File: src/rtl/id_ex_stage_reg_if.sv
// ID/EX stage bus: the decode-side beat, the EX-side beat, the flush input and the hazard flag.
// The master modport is the surrounding pipeline; the slave modport is the stage register.
interface id_ex_stage_reg_if #(
  parameter int DW = 32,
  parameter int AW = 5,
  parameter int CW = 7
);
  logic          flush_in;
  logic          in_valid;
  logic          in_ready;
  logic [CW-1:0] ctrl_in;
  logic [DW-1:0] data1_in;
  logic [DW-1:0] data2_in;
  logic [DW-1:0] imm_in;
  logic [AW-1:0] rs_in;
  logic [AW-1:0] rt_in;
  logic [AW-1:0] rd_in;
  logic          out_valid;
  logic          out_ready;
  logic [CW-1:0] ctrl_out;
  logic [DW-1:0] data1_out;
  logic [DW-1:0] data2_out;
  logic [DW-1:0] imm_out;
  logic [AW-1:0] rs_out;
  logic [AW-1:0] rt_out;
  logic [AW-1:0] rd_out;
  logic          hazard_stall_out;

  modport master (
    output flush_in, in_valid, ctrl_in, data1_in, data2_in, imm_in, rs_in, rt_in, rd_in, out_ready,
    input  in_ready, out_valid, ctrl_out, data1_out, data2_out, imm_out, rs_out, rt_out, rd_out,
           hazard_stall_out
  );

  modport slave (
    input  flush_in, in_valid, ctrl_in, data1_in, data2_in, imm_in, rs_in, rt_in, rd_in, out_ready,
    output in_ready, out_valid, ctrl_out, data1_out, data2_out, imm_out, rs_out, rt_out, rd_out,
           hazard_stall_out
  );
endinterface

File: src/rtl/id_ex_stage_reg.sv
// ID/EX pipeline register with a 2-entry skid buffer, flush and NOP-masked control outputs.
// Define ID_EX_LOAD_USE_DETECT_EN to add load-use hazard detection (stalls decode behind a load).
module id_ex_stage_reg #(
  parameter int DW          = 32,
  parameter int AW          = 5,
  parameter int CW          = 7,
  parameter int MEMREAD_BIT = 4
) (
  input logic              clk,
  input logic              reset_in,
  id_ex_stage_reg_if.slave bus
);

  typedef struct packed {
    logic [CW-1:0] ctrl;
    logic [DW-1:0] d1;
    logic [DW-1:0] d2;
    logic [DW-1:0] imm;
    logic [AW-1:0] rs;
    logic [AW-1:0] rt;
    logic [AW-1:0] rd;
  } beat_t;

  typedef enum logic [1:0] {S_EMPTY = 2'd0, S_FULL = 2'd1, S_SKID = 2'd2} state_t;

  if (MEMREAD_BIT >= CW) begin : g_cfg_chk
    $error("MEMREAD_BIT must index inside the control bundle");
  end

  state_t r_state, w_next;
  beat_t  r_main, r_skid, w_in;
  logic   w_accept, w_drain, w_stall_hz, w_out_valid, w_in_ready;
  logic   w_load_main, w_load_skid, w_skid_to_main;

  assign w_in = '{ctrl: bus.ctrl_in, d1: bus.data1_in, d2: bus.data2_in, imm: bus.imm_in,
                  rs: bus.rs_in, rt: bus.rt_in, rd: bus.rd_in};

  assign w_out_valid = (r_state != S_EMPTY);
  // Ready depends only on local state (and the hazard check), never on out_ready.
  assign w_in_ready  = (r_state != S_SKID) & ~w_stall_hz;
  assign w_accept    = bus.in_valid & w_in_ready;
  assign w_drain     = w_out_valid & bus.out_ready;

`ifdef ID_EX_LOAD_USE_DETECT_EN
  logic w_rt_hit;
  assign w_rt_hit   = (r_main.rt == bus.rs_in) | (r_main.rt == bus.rt_in);
  assign w_stall_hz = w_out_valid & r_main.ctrl[MEMREAD_BIT] & bus.in_valid & w_rt_hit &
                      (r_main.rt != '0);
`else
  assign w_stall_hz = 1'b0;
`endif

  always_comb begin
    w_next         = r_state;
    w_load_main    = 1'b0;
    w_load_skid    = 1'b0;
    w_skid_to_main = 1'b0;
    if (bus.flush_in) begin
      w_next = S_EMPTY;
    end else begin
      case (r_state)
        S_EMPTY: if (w_accept) begin
          w_load_main = 1'b1;
          w_next      = S_FULL;
        end
        S_FULL: begin
          if (w_accept && w_drain) begin
            w_load_main = 1'b1;
          end else if (w_drain) begin
            w_next = S_EMPTY;
          end else if (w_accept) begin
            w_load_skid = 1'b1;
            w_next      = S_SKID;
          end
        end
        S_SKID: if (w_drain) begin
          w_skid_to_main = 1'b1;
          w_next         = S_FULL;
        end
        default: w_next = S_EMPTY;
      endcase
    end
  end

  always_ff @(posedge clk or posedge reset_in) begin
    if (reset_in) begin
      r_state <= S_EMPTY;
      r_main  <= '0;
      r_skid  <= '0;
    end else begin
      r_state <= w_next;
      if (w_load_main)         r_main <= w_in;
      else if (w_skid_to_main) r_main <= r_skid;
      if (w_load_skid)         r_skid <= w_in;
    end
  end

  assign bus.in_ready         = w_in_ready;
  assign bus.out_valid        = w_out_valid;
  assign bus.ctrl_out         = w_out_valid ? r_main.ctrl : '0;
  assign bus.data1_out        = r_main.d1;
  assign bus.data2_out        = r_main.d2;
  assign bus.imm_out          = r_main.imm;
  assign bus.rs_out           = r_main.rs;
  assign bus.rt_out           = r_main.rt;
  assign bus.rd_out           = r_main.rd;
  assign bus.hazard_stall_out = w_stall_hz;

endmodule

File: src/flat_wrapper.sv
// flat-port wrapper written by rule: the top's interface ports become plain ports
module id_ex_stage_reg_flat 
#(
  parameter int DW          = 32,
  parameter int AW          = 5,
  parameter int CW          = 7,
  parameter int MEMREAD_BIT = 4
)
  (clk, reset_in, bus_flush_in, bus_in_valid, bus_ctrl_in, bus_data1_in, bus_data2_in, bus_imm_in, bus_rs_in, bus_rt_in, bus_rd_in, bus_out_ready, bus_in_ready, bus_out_valid, bus_ctrl_out, bus_data1_out, bus_data2_out, bus_imm_out, bus_rs_out, bus_rt_out, bus_rd_out, bus_hazard_stall_out);
  id_ex_stage_reg_if #(.DW(DW), .AW(AW), .CW(CW)) bus_i ();
  input logic clk;
  input logic reset_in;
  input wire logic [$bits(bus_i.flush_in)-1:0] bus_flush_in;
  input wire logic [$bits(bus_i.in_valid)-1:0] bus_in_valid;
  input wire logic [$bits(bus_i.ctrl_in)-1:0] bus_ctrl_in;
  input wire logic [$bits(bus_i.data1_in)-1:0] bus_data1_in;
  input wire logic [$bits(bus_i.data2_in)-1:0] bus_data2_in;
  input wire logic [$bits(bus_i.imm_in)-1:0] bus_imm_in;
  input wire logic [$bits(bus_i.rs_in)-1:0] bus_rs_in;
  input wire logic [$bits(bus_i.rt_in)-1:0] bus_rt_in;
  input wire logic [$bits(bus_i.rd_in)-1:0] bus_rd_in;
  input wire logic [$bits(bus_i.out_ready)-1:0] bus_out_ready;
  output wire logic [$bits(bus_i.in_ready)-1:0] bus_in_ready;
  output wire logic [$bits(bus_i.out_valid)-1:0] bus_out_valid;
  output wire logic [$bits(bus_i.ctrl_out)-1:0] bus_ctrl_out;
  output wire logic [$bits(bus_i.data1_out)-1:0] bus_data1_out;
  output wire logic [$bits(bus_i.data2_out)-1:0] bus_data2_out;
  output wire logic [$bits(bus_i.imm_out)-1:0] bus_imm_out;
  output wire logic [$bits(bus_i.rs_out)-1:0] bus_rs_out;
  output wire logic [$bits(bus_i.rt_out)-1:0] bus_rt_out;
  output wire logic [$bits(bus_i.rd_out)-1:0] bus_rd_out;
  output wire logic [$bits(bus_i.hazard_stall_out)-1:0] bus_hazard_stall_out;
  assign bus_i.flush_in = bus_flush_in;
  assign bus_i.in_valid = bus_in_valid;
  assign bus_i.ctrl_in = bus_ctrl_in;
  assign bus_i.data1_in = bus_data1_in;
  assign bus_i.data2_in = bus_data2_in;
  assign bus_i.imm_in = bus_imm_in;
  assign bus_i.rs_in = bus_rs_in;
  assign bus_i.rt_in = bus_rt_in;
  assign bus_i.rd_in = bus_rd_in;
  assign bus_i.out_ready = bus_out_ready;
  assign bus_in_ready = bus_i.in_ready;
  assign bus_out_valid = bus_i.out_valid;
  assign bus_ctrl_out = bus_i.ctrl_out;
  assign bus_data1_out = bus_i.data1_out;
  assign bus_data2_out = bus_i.data2_out;
  assign bus_imm_out = bus_i.imm_out;
  assign bus_rs_out = bus_i.rs_out;
  assign bus_rt_out = bus_i.rt_out;
  assign bus_rd_out = bus_i.rd_out;
  assign bus_hazard_stall_out = bus_i.hazard_stall_out;
  id_ex_stage_reg #(.DW(DW), .AW(AW), .CW(CW), .MEMREAD_BIT(MEMREAD_BIT)) u_core (.clk(clk), .reset_in(reset_in), .bus(bus_i));
endmodule
File: config.mk
export PLATFORM = sky130hd
export DESIGN_NAME = id_ex_stage_reg_flat
export DESIGN_NICKNAME = d
export VERILOG_FILES = /design/src/rtl/id_ex_stage_reg_if.sv /design/src/rtl/id_ex_stage_reg.sv /design/src/flat_wrapper.sv
export SDC_FILE = /design/constraint.sdc
export NUM_CORES = 1
export LEC_CHECK = 0
export ABC_AREA = 1
export CORE_MARGIN = 2
export CORE_UTILIZATION = 52
export DETAILED_ROUTE_END_ITERATION = 7
export PLACE_DENSITY_LB_ADDON = 0.1
export SLEW_MARGIN = 15
export SYNTH_ARGS = -nofsm -noshare
export SYNTH_HDL_FRONTEND = slang
export SYNTH_SLANG_ARGS = --single-unit
File: constraint.sdc
create_clock -name clk -period 10.2 [get_ports clk]
set_input_delay 2.04 -clock clk [delete_from_list [all_inputs] [get_ports clk]]
set_output_delay 2.04 -clock clk [all_outputs]
set_load 0.05 [all_outputs]
==> metrics.txt, run 1 <==
pin count of the biggest net entering global routing=115; Period minus WS final=approximately 5400 ps; outcome=finished, final reports clean; critical path start-end classification=input pin to register; internal power consumption=between 2 and 2.5 mW; setup violators final=0; post-synthesis adder-cell area fraction=0%; post-synthesis to final-layout area growth=19.36%; violation count after the first detailed-route iteration=between 700 and 800; grt met1 use=between 30% and 40%; mux cell area share after synthesis=0%; Yosys warning total=0; class of the worst hold path=register to register; worst voltage drop across the vdd grid=0.1695 mV; fillers=around 2100; worst reg-to-reg path cell count=6; setup fix buffers added after clock tree synthesis=0; flops & latches, synth=~240; Post-Syn Area per Cell=a little under 8 µm²; post-synthesis share of cell area spent on and, or, nand and nor gates=26.49%; cell area after synthesis=~12000 µm²; Overflow after GRT=0; required time of the critical path=about 11000 ps; number of max-cap violations=0; ratio of cells with drive above 1 in the final layout=4.896%; vias after detailed routing=9837; dominant cell by count in the synthesized netlist=sky130_fd_sc_hd__nand2_1; relative contribution of the clock network to total power=between 20% and 30%; Startpoint Class=input pin; Cells after Synth=roughly 1600; switching power as a share of total power=39.60%; unrepaired setup endpoints after global routing=false; Routed wire per std cell=approximately 15 µm; routability-driven placement congestion ratio=~0.79; Setup WS pre-CTS=4277 ps; Fmax=184.9 MHz; CTS sink cnt=approximately 240; post-route DRC violation count=0; part of the cycle the worst path needs=a little over half; Initial Utilization=52.51%; overall die area=roughly 25000 µm²; sum of routed wire length over all layers=around 30000 µm; H-tree level count=1; number of antenna violations at the first check in global routing=1; main flop type after synthesis=sky130_fd_sc_hd__dfrtp_1; DP Wirelength=17020 µm; post-synth net total=roughly 1700; data arrival time of the critical path=roughly 5900 ps; met2 Resource Use GR=between 30% and 40%; residual antenna-violating net count after detailed routing=0; length of the first detailed-routing pass in iterations=7; FF/Latch Area=between 5000 and 6000 µm²; Synth area leader=sky130_fd_sc_hd__dfrtp_1; Die Height=approximately 160 µm; via count of the first global-routing pass=approximately 9500; number of input and output port buffers inserted=around 240; Distinct cells, synth=21; clock tree from TritonCTS=yes; maximum number of buffers from clock root to sink=3; first-pass GRT wire length=a little under 50000 µm; share of Yosys cell area claimed by the top area cell type=between 40% and 50%; Power per Cell Area=266.7 nW/µm²; leading cell types by count after synthesis=471 x sky130_fd_sc_hd__nand2_1, 248 x sky130_fd_sc_hd__inv_1, 238 x sky130_fd_sc_hd__dfrtp_1; maximum fanout count along the critical path=87; average via count per standard cell=5.034; endpoint type of the worst setup path=register; total CTS buffers=27; compound-cell area share of the yosys netlist=5.449%; Hold Violations, Final=0; CTS root buffer=sky130_fd_sc_hd__clkbuf_16; multi-input gate area in the final layout=around 4000 µm²; Horiz. Die Dim=157.3 µm; combinational share of power=approximately two fifths; headroom to the max-slew limit=approximately a quarter; global-route met3 utilization=between 3 and 4%; synth top area cells=sky130_fd_sc_hd__dfrtp_1 49%, sky130_fd_sc_hd__nand2_1 14%, sky130_fd_sc_hd__buf_4 7.6%; Synth Area in XOR/XNOR=0%; CTS Hold Buffers Added=0; insertion delay of the later-clocked pin in the worst-skew pair=about 520 ps; Final Skew=6.420 ps; ys async rst share=100.0%; Std-Cell Core Area=about 23000 µm²; net switching power=between 1.5 and 2 mW; Flop pwr share=between 30 and 40%; number of enable-type register cells in the synthesized netlist=0; post-CTS clock slew at the launch and capture registers of the worst setup and hold paths=around 60 ps; most used routing layer in global routing=met2; leakage power figure=approximately 7.7 nW; worst hold path stage count=2; global router's overall resource usage=between 20 and 25%; combinational family with the most area after synthesis=simple AND/OR/NAND/NOR gates; row count=56; count of cells resized by post-cts repair=0; setup tns final=0 ps; total power=slightly below 4 mW; post-layout net count=between 1500 and 2000; total count of max-transition violations in the final report=0; actual slew at the worst max-slew pin=between 1000 and 1500 ps; sequential area share after synthesis=roughly half; I/O pin total=244; worst path setup slack after routing=~4800 ps
-- power groups by stage --
stage	registers [mW]	clock network, mW	logic, mW
finish	1.46	0.939	1.49
global route	1.49	0.997	1.63
CTS	1.45	0.959	1.51
detailed placement	1.46	0	1.50
global placement	1.46	0	1.48
floorplan	1.41	0	1.28
-- final timing paths --
kind | from | to | slack, ps
min in group asynchronous | reset_in | u_core.bus.data2_out[13] | 2080
worst min-delay path | u_core.bus.data2_out[16] | u_core.bus.data2_out[16] | 470
worst max-delay path | bus_flush_in | u_core.bus.data2_out[20] | 4790
max in group asynchronous | reset_in | u_core.r_skid[17] | 6610
worst min register to register | u_core.bus.data2_out[16] | u_core.bus.data2_out[16] | 470
worst max register to register | u_core.r_state[1] | u_core.bus.data2_out[20] | 6310
-- cells by family after synthesis --
group                  count (synthesis)
other                                  1
AOI/OAI and AO/OA                    118
buffers and inverters                464
and+or+nand+nor                      731
DFF                                  238
-- cell type report --
cell class                      count  area share, %
Clock inverter                      7         0.5835
Antenna cell                        1        0.01716
Inverter                          250          6.505
Clock buffer                       37          5.235
Tap cell                          319          2.738
Sequential cell                   238          40.85
Timing Repair Buffer              252          17.11
Multi-Input combinational cell    850          26.96
-- registers in the layout, indices dropped and copies added, names as in the netlist --
register,count
u_core.bus.data1_out,32
u_core.r_state,2
u_core.r_main,7
u_core.bus.rt_out,5
u_core.r_skid,118
u_core.bus.rs_out,5
u_core.bus.rd_out,5
u_core.bus.imm_out,32
u_core.bus.data2_out,32
-- worst max-delay path, stage by stage --
cell and delay [ps]:
sky130_fd_sc_hd__clkdlybuf4s50_1 480, sky130_fd_sc_hd__nor2_4 720, sky130_fd_sc_hd__nand3_4 770, sky130_fd_sc_hd__nand2_4 620, sky130_fd_sc_hd__buf_4 850, sky130_fd_sc_hd__nand3_1 160, sky130_fd_sc_hd__nand2_1 100
-- through the flow --
step                      utilization, %  std cells  cell area, µm²  hold WS [ps]
final                              62.68       1954           14580         474.6
after global routing               62.68       1954           14580         487.6
after CTS                          62.67       1953           14580         479.7
after detailed placement           59.02       1909           13730         464.1
after global placement             59.02       1909           13730         461.3
after floorplan                        -       1552           12220         449.1
-- layer usage --
| layer | vias to the layer above | routed length, µm |
|---|---|---|
| met5 | - | 0 |
| met4 | 0 | 986 |
| met3 | 59 | 1679 |
| met2 | 318 | 13690 |
| met1 | 4596 | 13340 |
| li1 | 4864 | - |
-- cell usage in the layout, fill, tap and decap left out, types with 5 or more instances in the layout --
cell type and count:
sky130_fd_sc_hd__buf_4 11, sky130_fd_sc_hd__dfrtp_1 238, sky130_fd_sc_hd__o21ai_0 76, sky130_fd_sc_hd__inv_1 247, sky130_fd_sc_hd__nor2_1 8, sky130_fd_sc_hd__clkdlybuf4s50_1 241, sky130_fd_sc_hd__clkbuf_1 5, sky130_fd_sc_hd__nand4_1 119
sky130_fd_sc_hd__clkbuf_8 5, sky130_fd_sc_hd__o21ai_1 22, sky130_fd_sc_hd__nand2_1 471, sky130_fd_sc_hd__clkinv_2 5, sky130_fd_sc_hd__nand3_1 126, sky130_fd_sc_hd__clkbuf_16 27, sky130_fd_sc_hd__o21ai_2 20
(Power assumes the default switching activity.)
==> run 2, diff against run 1 <==
Clock period 10.2 ns to 5.3 ns, I/O delays scaled along.
==> run 2 against run 1 <==
Effect of this change: register-to-register slack worse by 3700 ps; sequential share of layout area up 0.081 points; wire length up 0.13%; first-iteration DRC count down 5.3%; cell area down 0.20%; cell count about the same; die area unchanged; critical endpoint is now bus_ctrl_out[6]; highest routed layer unchanged.
==> metrics.txt, run 2 (synthesis results as in run 1) <==
outcome=finished, final reports clean; total count of max-transition violations in the final report=0; leakage power figure=7.644 nW; global router's overall resource usage=24.01%; internal power consumption=between 4 and 5 mW; post-layout net count=roughly 1700; post-CTS clock slew at the launch and capture registers of the worst setup and hold paths=~60 ps; routability-driven placement congestion ratio=slightly above 0.8; CTS root buffer=sky130_fd_sc_hd__clkbuf_16; post-synthesis to final-layout area growth=19.12%; length of the first detailed-routing pass in iterations=5; clock tree from TritonCTS=yes; CTS Hold Buffers Added=0; critical path start-end classification=register to output pin; gate family responsible for the most delay along the worst path=simple AND/OR/NAND/NOR gates; Overflow after GRT=0; leading cell types in the layout, fill and taps excluded=471 x sky130_fd_sc_hd__nand2_1, 247 x sky130_fd_sc_hd__inv_1, 241 x sky130_fd_sc_hd__clkdlybuf4s50_1; Post-Route M1 WL=13330 µm; via count of the first global-routing pass=approximately 9500; Initial Utilization=approximately 53%; Final Skew=between 5 and 6 ps; DP Wirelength=around 17000 µm; relative contribution of the clock network to total power=approximately 22%; slowest cell on the critical path=sky130_fd_sc_hd__clkdlybuf4s50_1; maximum number of buffers from clock root to sink=3; setup violators final=0; most numerous cell on the critical path=sky130_fd_sc_hd__nor2_1; endpoint type of the worst setup path=output pin; worst path setup slack after routing=1677 ps; critical path, cell by cell=nor2_1, nor2_1, clkdlybuf4s50_1; I/O pin total=244; most frequent standard cell in the layout excluding fill and tap cells=sky130_fd_sc_hd__nand2_1; H-tree level count=1; number of input and output port buffers inserted=between 200 and 250; met3 WL=around 2000 µm; total CTS buffers=26; pin count of the biggest net entering global routing=about 130; fillers=2063; first-pass GRT wire length=between 40000 and 50000 µm; residual antenna-violating net count after detailed routing=0; average via count per standard cell=roughly 5.0; number of antenna cells inserted=0; setup fix buffers added after clock tree synthesis=0; net switching power=about 2.9 mW; headroom to the max-slew limit=between 20% and 30%; actual slew at the worst max-slew pin=around 1100 ps; biggest cell delay along the critical path=750 ps; Fmax=~280 MHz; Startpoint Class=register; number of antenna violations at the first check in global routing=0; worst hold slack after final layout=473.3 ps; Reg with most FFs=u_core.r_skid; Routed wire per std cell=around 15 µm; worst voltage drop across the vdd grid=0.3110 mV; Power per Cell Area=between 500 and 600 nW/µm²; class of the worst hold path=register to register; overall die area=between 20000 and 25000 µm²; Flop pwr share=between 30% and 40%; required time of the critical path=4240 ps; post-route DRC violation count=0; Horiz. Die Dim=around 160 µm; Die Height=around 160 µm; number of max-cap violations=0; Top Layer Used=met4; maximum fanout count along the critical path=8; row count=56; Period minus WS final=3623 ps; Setup WS pre-CTS=between 1000 and 1500 ps; part of the cycle the worst path needs=roughly 70%; CTS sink cnt=approximately 240; Std-Cell Core Area=approximately 23000 µm²; count of cells resized by post-cts repair=0; sum of routed wire length over all layers=29730 µm; unrepaired setup endpoints after global routing=false; worst path bufs/invs=1; detailed route wirelength on metal2=approximately 14000 µm; data arrival time of the critical path=~2600 ps; setup tns final=0 ps; ratio of cells with drive above 1 in the final layout=4.651%; switching power as a share of total power=about two fifths; combinational share of power=just under 40%; violation count after the first detailed-route iteration=~710; vias after detailed routing=9856; insertion delay of the later-clocked pin in the worst-skew pair=about 510 ps; number of flip-flops under the largest register name=between 100 and 150; Hold Violations, Final=0
run 2: cell count changes in the layout (fill, tap and decap cells not counted), sizes merged:
cell and delta:
buf +5, clkinv -5, clkbuf +2, inv -1, clkinvlp +1, bufinv -2, diode -1
run 2: metrics by stage:
stage          utilization (%)  cells  power, mW  area, µm²
4_1_cts                  62.55   1953      7.394      14550
2_1_floorplan                -   1552      5.178      12220
3_5_place_dp             59.33   1914      5.715      13800
6_report                 62.55   1953      7.330      14550
5_1_grt                  62.55   1953      7.769      14550
3_3_place_gp             59.33   1914      5.655      13800
run 2: final cells by class:
class / instances / area, µm² / area share, %
repair buffers: 257 / 2570 / 17.66
well taps: 319 / 399.1 / 2.743
inverters: 250 / 944.7 / 6.492
flip-flops and latches: 238 / 5956 / 40.93
clock buffers: 39 / 750.7 / 5.159
multi-input cells: 850 / 3931 / 27.02
run 2: power by group through the flow:
stage                     Combinational [mW]  Sequential (mW)  Clock [mW]
after global routing                    3.14             2.87        1.76
after global placement                  2.85             2.81           0
after detailed placement                2.90             2.82           0
after CTS                               2.91             2.80        1.68
final                                   2.88             2.80        1.64
after floorplan                         2.46             2.72           0
run 2: path summary, 6_finish.rpt:
kind	cells past startpoint	slack, ps	startpoint	endpoint
min reg2reg	2	470	u_core.bus.data2_out[6]	u_core.bus.data2_out[6]
max in group asynchronous	3	3670	reset_in	u_core.r_skid[61]
min in group asynchronous	3	1090	reset_in	u_core.bus.data2_out[29]
max	3	1680	u_core.r_state[0]	bus_ctrl_out[6]
max reg2reg	6	2620	u_core.r_state[0]	u_core.r_skid[97]
min	2	470	u_core.bus.data2_out[6]	u_core.bus.data2_out[6]
run 2: worst reg2reg max path: stages, from the launching register on:
cell and delay [ps]:
sky130_fd_sc_hd__dfrtp_1 460, sky130_fd_sc_hd__nand2_4 120, sky130_fd_sc_hd__buf_4 580, sky130_fd_sc_hd__inv_2 110, sky130_fd_sc_hd__nand4_4 110, sky130_fd_sc_hd__buf_4 870
sky130_fd_sc_hd__o21ai_0 260
run 2: layer usage:
metal / GRT usage (%) / vias up
met4: 7.706 / 0
met3: 4.020 / 48
met2: 38.57 / 315
met1: 33.41 / 4635
li1: - / 4858
met5: 0 / -
==> run 3, diff against run 2 <==
Clock period 5.3 ns to 3.5 ns, I/O delays scaled along.
==> run 3 against run 2 <==
Effect of this change: clock-buffer cell count is 1 higher; via count is 1.3% higher; clock skew is 1.9 ps higher; cell area is 1.8% higher; die area stayed put; combinational power is 53% higher; setup slack worse by 1200 ps; sequential power is 52% higher.
==> metrics.txt, run 3 (synthesis results as in run 1) <==
outcome=finished, final reports clean; global router's overall resource usage=approximately 25%; residual antenna-violating net count after detailed routing=0; I/O pin total=244; Power per Cell Area=769.5 nW/µm²; stages on the worst setup path=4; Reg with most FFs=u_core.r_skid; average via count per standard cell=a little over 5; CTS sink cnt=approximately 240; routability-driven placement congestion ratio=roughly 0.78; headroom to the max-slew limit=a little under a quarter; number of max-cap violations=0; Startpoint Class=register; worst path bufs/invs=2; critical path, cell by cell=nor2_1, buf_4, nor2_1, clkdlybuf4s50_1; sum of routed wire length over all layers=roughly 30000 µm; vias after detailed routing=between 9000 and 10000; Period minus WS final=between 3000 and 4000 ps; maximum fanout count along the critical path=6; setup tns final=0 ps; critical path capture point=bus_ctrl_out[0]; setup fix buffers added after clock tree synthesis=0; endpoint type of the worst setup path=output pin; critical path start-end classification=register to output pin; via count of the first global-routing pass=slightly below 10000; Die Height=about 160 µm; post-synthesis to final-layout area growth=21.22%; ratio of cells with drive above 1 in the final layout=under 10%; most frequent standard cell in the layout excluding fill and tap cells=sky130_fd_sc_hd__nand2_1; Fmax=~330 MHz; row count=56; total CTS buffers=26; pin count of the biggest net entering global routing=around 130; biggest cell delay along the critical path=around 870 ps; first-pass GRT wire length=just under 50000 µm; data arrival time of the critical path=~2300 ps; part of the cycle the worst path needs=between 80 and 90%; unrepaired setup endpoints after global routing=false; number of placed instances with taps included=1919; leading cell types in the layout, fill and taps excluded=471 x sky130_fd_sc_hd__nand2_1, 247 x sky130_fd_sc_hd__inv_1, 241 x sky130_fd_sc_hd__clkdlybuf4s50_1; worst voltage drop across the vdd grid=0.5063 mV; number of antenna violations at the first check in global routing=1; post-layout net count=between 1500 and 2000; Worst R2R Start=u_core.r_state[0]; post-route non-filler standard cell count=between 1500 and 2000; number of flip-flops under the largest register name=118; worst reg-to-reg path cell count=6; leakage power figure=approximately 7.8 nW; Hold Violations, Final=0; Horiz. Die Dim=157.3 µm; Std-Cell Core Area=23260 µm²; worst reg-to-reg setup slack=around 1400 ps; gate family responsible for the most delay along the worst path=buffers and inverters; CTS Hold Buffers Added=0; Overflow after GRT=0; H-tree level count=1; most numerous cell on the critical path=sky130_fd_sc_hd__nor2_1; actual slew at the worst max-slew pin=~1200 ps; Final Skew=about 7 ps; DP Wirelength=about 18000 µm; post-route DRC violation count=0; class of the worst hold path=register to register; total count of max-transition violations in the final report=0; violation count after the first detailed-route iteration=around 760; post-CTS clock slew at the launch and capture registers of the worst setup and hold paths=roughly 60 ps; length of the first detailed-routing pass in iterations=5; required time of the critical path=2800 ps; number of input and output port buffers inserted=242; clock tree from TritonCTS=yes; maximum number of buffers from clock root to sink=3; slowest cell on the critical path=sky130_fd_sc_hd__clkdlybuf4s50_1; count of cells resized by post-cts repair=0; setup violators final=0; critical hold path startpoint=u_core.bus.data2_out[30]; overall die area=between 20000 and 25000 µm²; Layout Utilization=around 64%; worst reg2reg path endpoint=u_core.r_skid[92]; CTS root buffer=sky130_fd_sc_hd__clkbuf_16; Routed wire per std cell=~15 µm; origin of the worst setup path=u_core.r_state[0]; Initial Utilization=a little over half; insertion delay of the later-clocked pin in the worst-skew pair=520 ps
[run 3: changes by cell type in the layout (fill, tap and decap cells not counted), sizes merged]
| cell | before | now |
|---|---|---|
| buf | 16 | 22 |
| bufinv | 0 | 1 |
| clkbuf | 39 | 40 |
| clkinv | 0 | 4 |
| diode | 0 | 1 |
[run 3: worst min-delay path by stage]
stage | endpoint | slack (ps) | depth (start not counted)
2_1_floorplan | u_core.r_main[117] | 450 | 2
3_3_place_gp | u_core.bus.data2_out[9] | 460 | 2
3_5_place_dp | u_core.bus.data2_out[20] | 460 | 2
4_1_cts | u_core.bus.data2_out[30] | 480 | 2
5_1_grt | u_core.bus.data2_out[20] | 490 | 2
6_report | u_core.bus.data2_out[30] | 470 | 2
[run 3: metal layers]
metal / track usage [%] / vias up / part of all wire (%)
li1: - / 4871 / -
met1: 33.83 / 4742 / 43
met2: 40.57 / 320 / 47
met3: 4.653 / 47 / 7.4
met4: 6.753 / 0 / 2.3
met5: 0 / - / 0
[run 3: final cells by class]
cell class                      instances  area [µm²]
Fill cell                            2039        8454
Inverter                              250       944.7
Antenna cell                            1       2.502
Clock inverter                          5       50.05
Multi-Input combinational cell        850        3931
Sequential cell                       238        5956
Timing Repair Buffer                  263        2710
Tap cell                              319       399.1
Clock buffer                           40       814.5
[run 3: where the power goes]
part	switching (mW)	total [mW]	internal, mW
logic	2.87	4.40	1.52
registers	0.547	4.25	3.70
clock network	1.09	2.75	1.66
[run 3: tightest hold or removal path, delay by kind of cell, from the launching register on]
family | cells | cell delay, ps
DFF | 1 | 340
and+or+nand+nor | 2 | 100
[run 3: stage by stage]
stage / cell area (µm²) / hold slack, ps / power [mW] / worst slack (ps)
floorplan: 12220 / 449.1 / 7.841 / -319.9
global placement: 13910 / 461.0 / 8.583 / 674.1
detailed placement: 13910 / 463.9 / 8.684 / 593.9
CTS: 14780 / 479.9 / 11.49 / 450.6
global route: 14810 / 486.8 / 12.07 / 349.2
finish: 14810 / 474.7 / 11.39 / 481.0
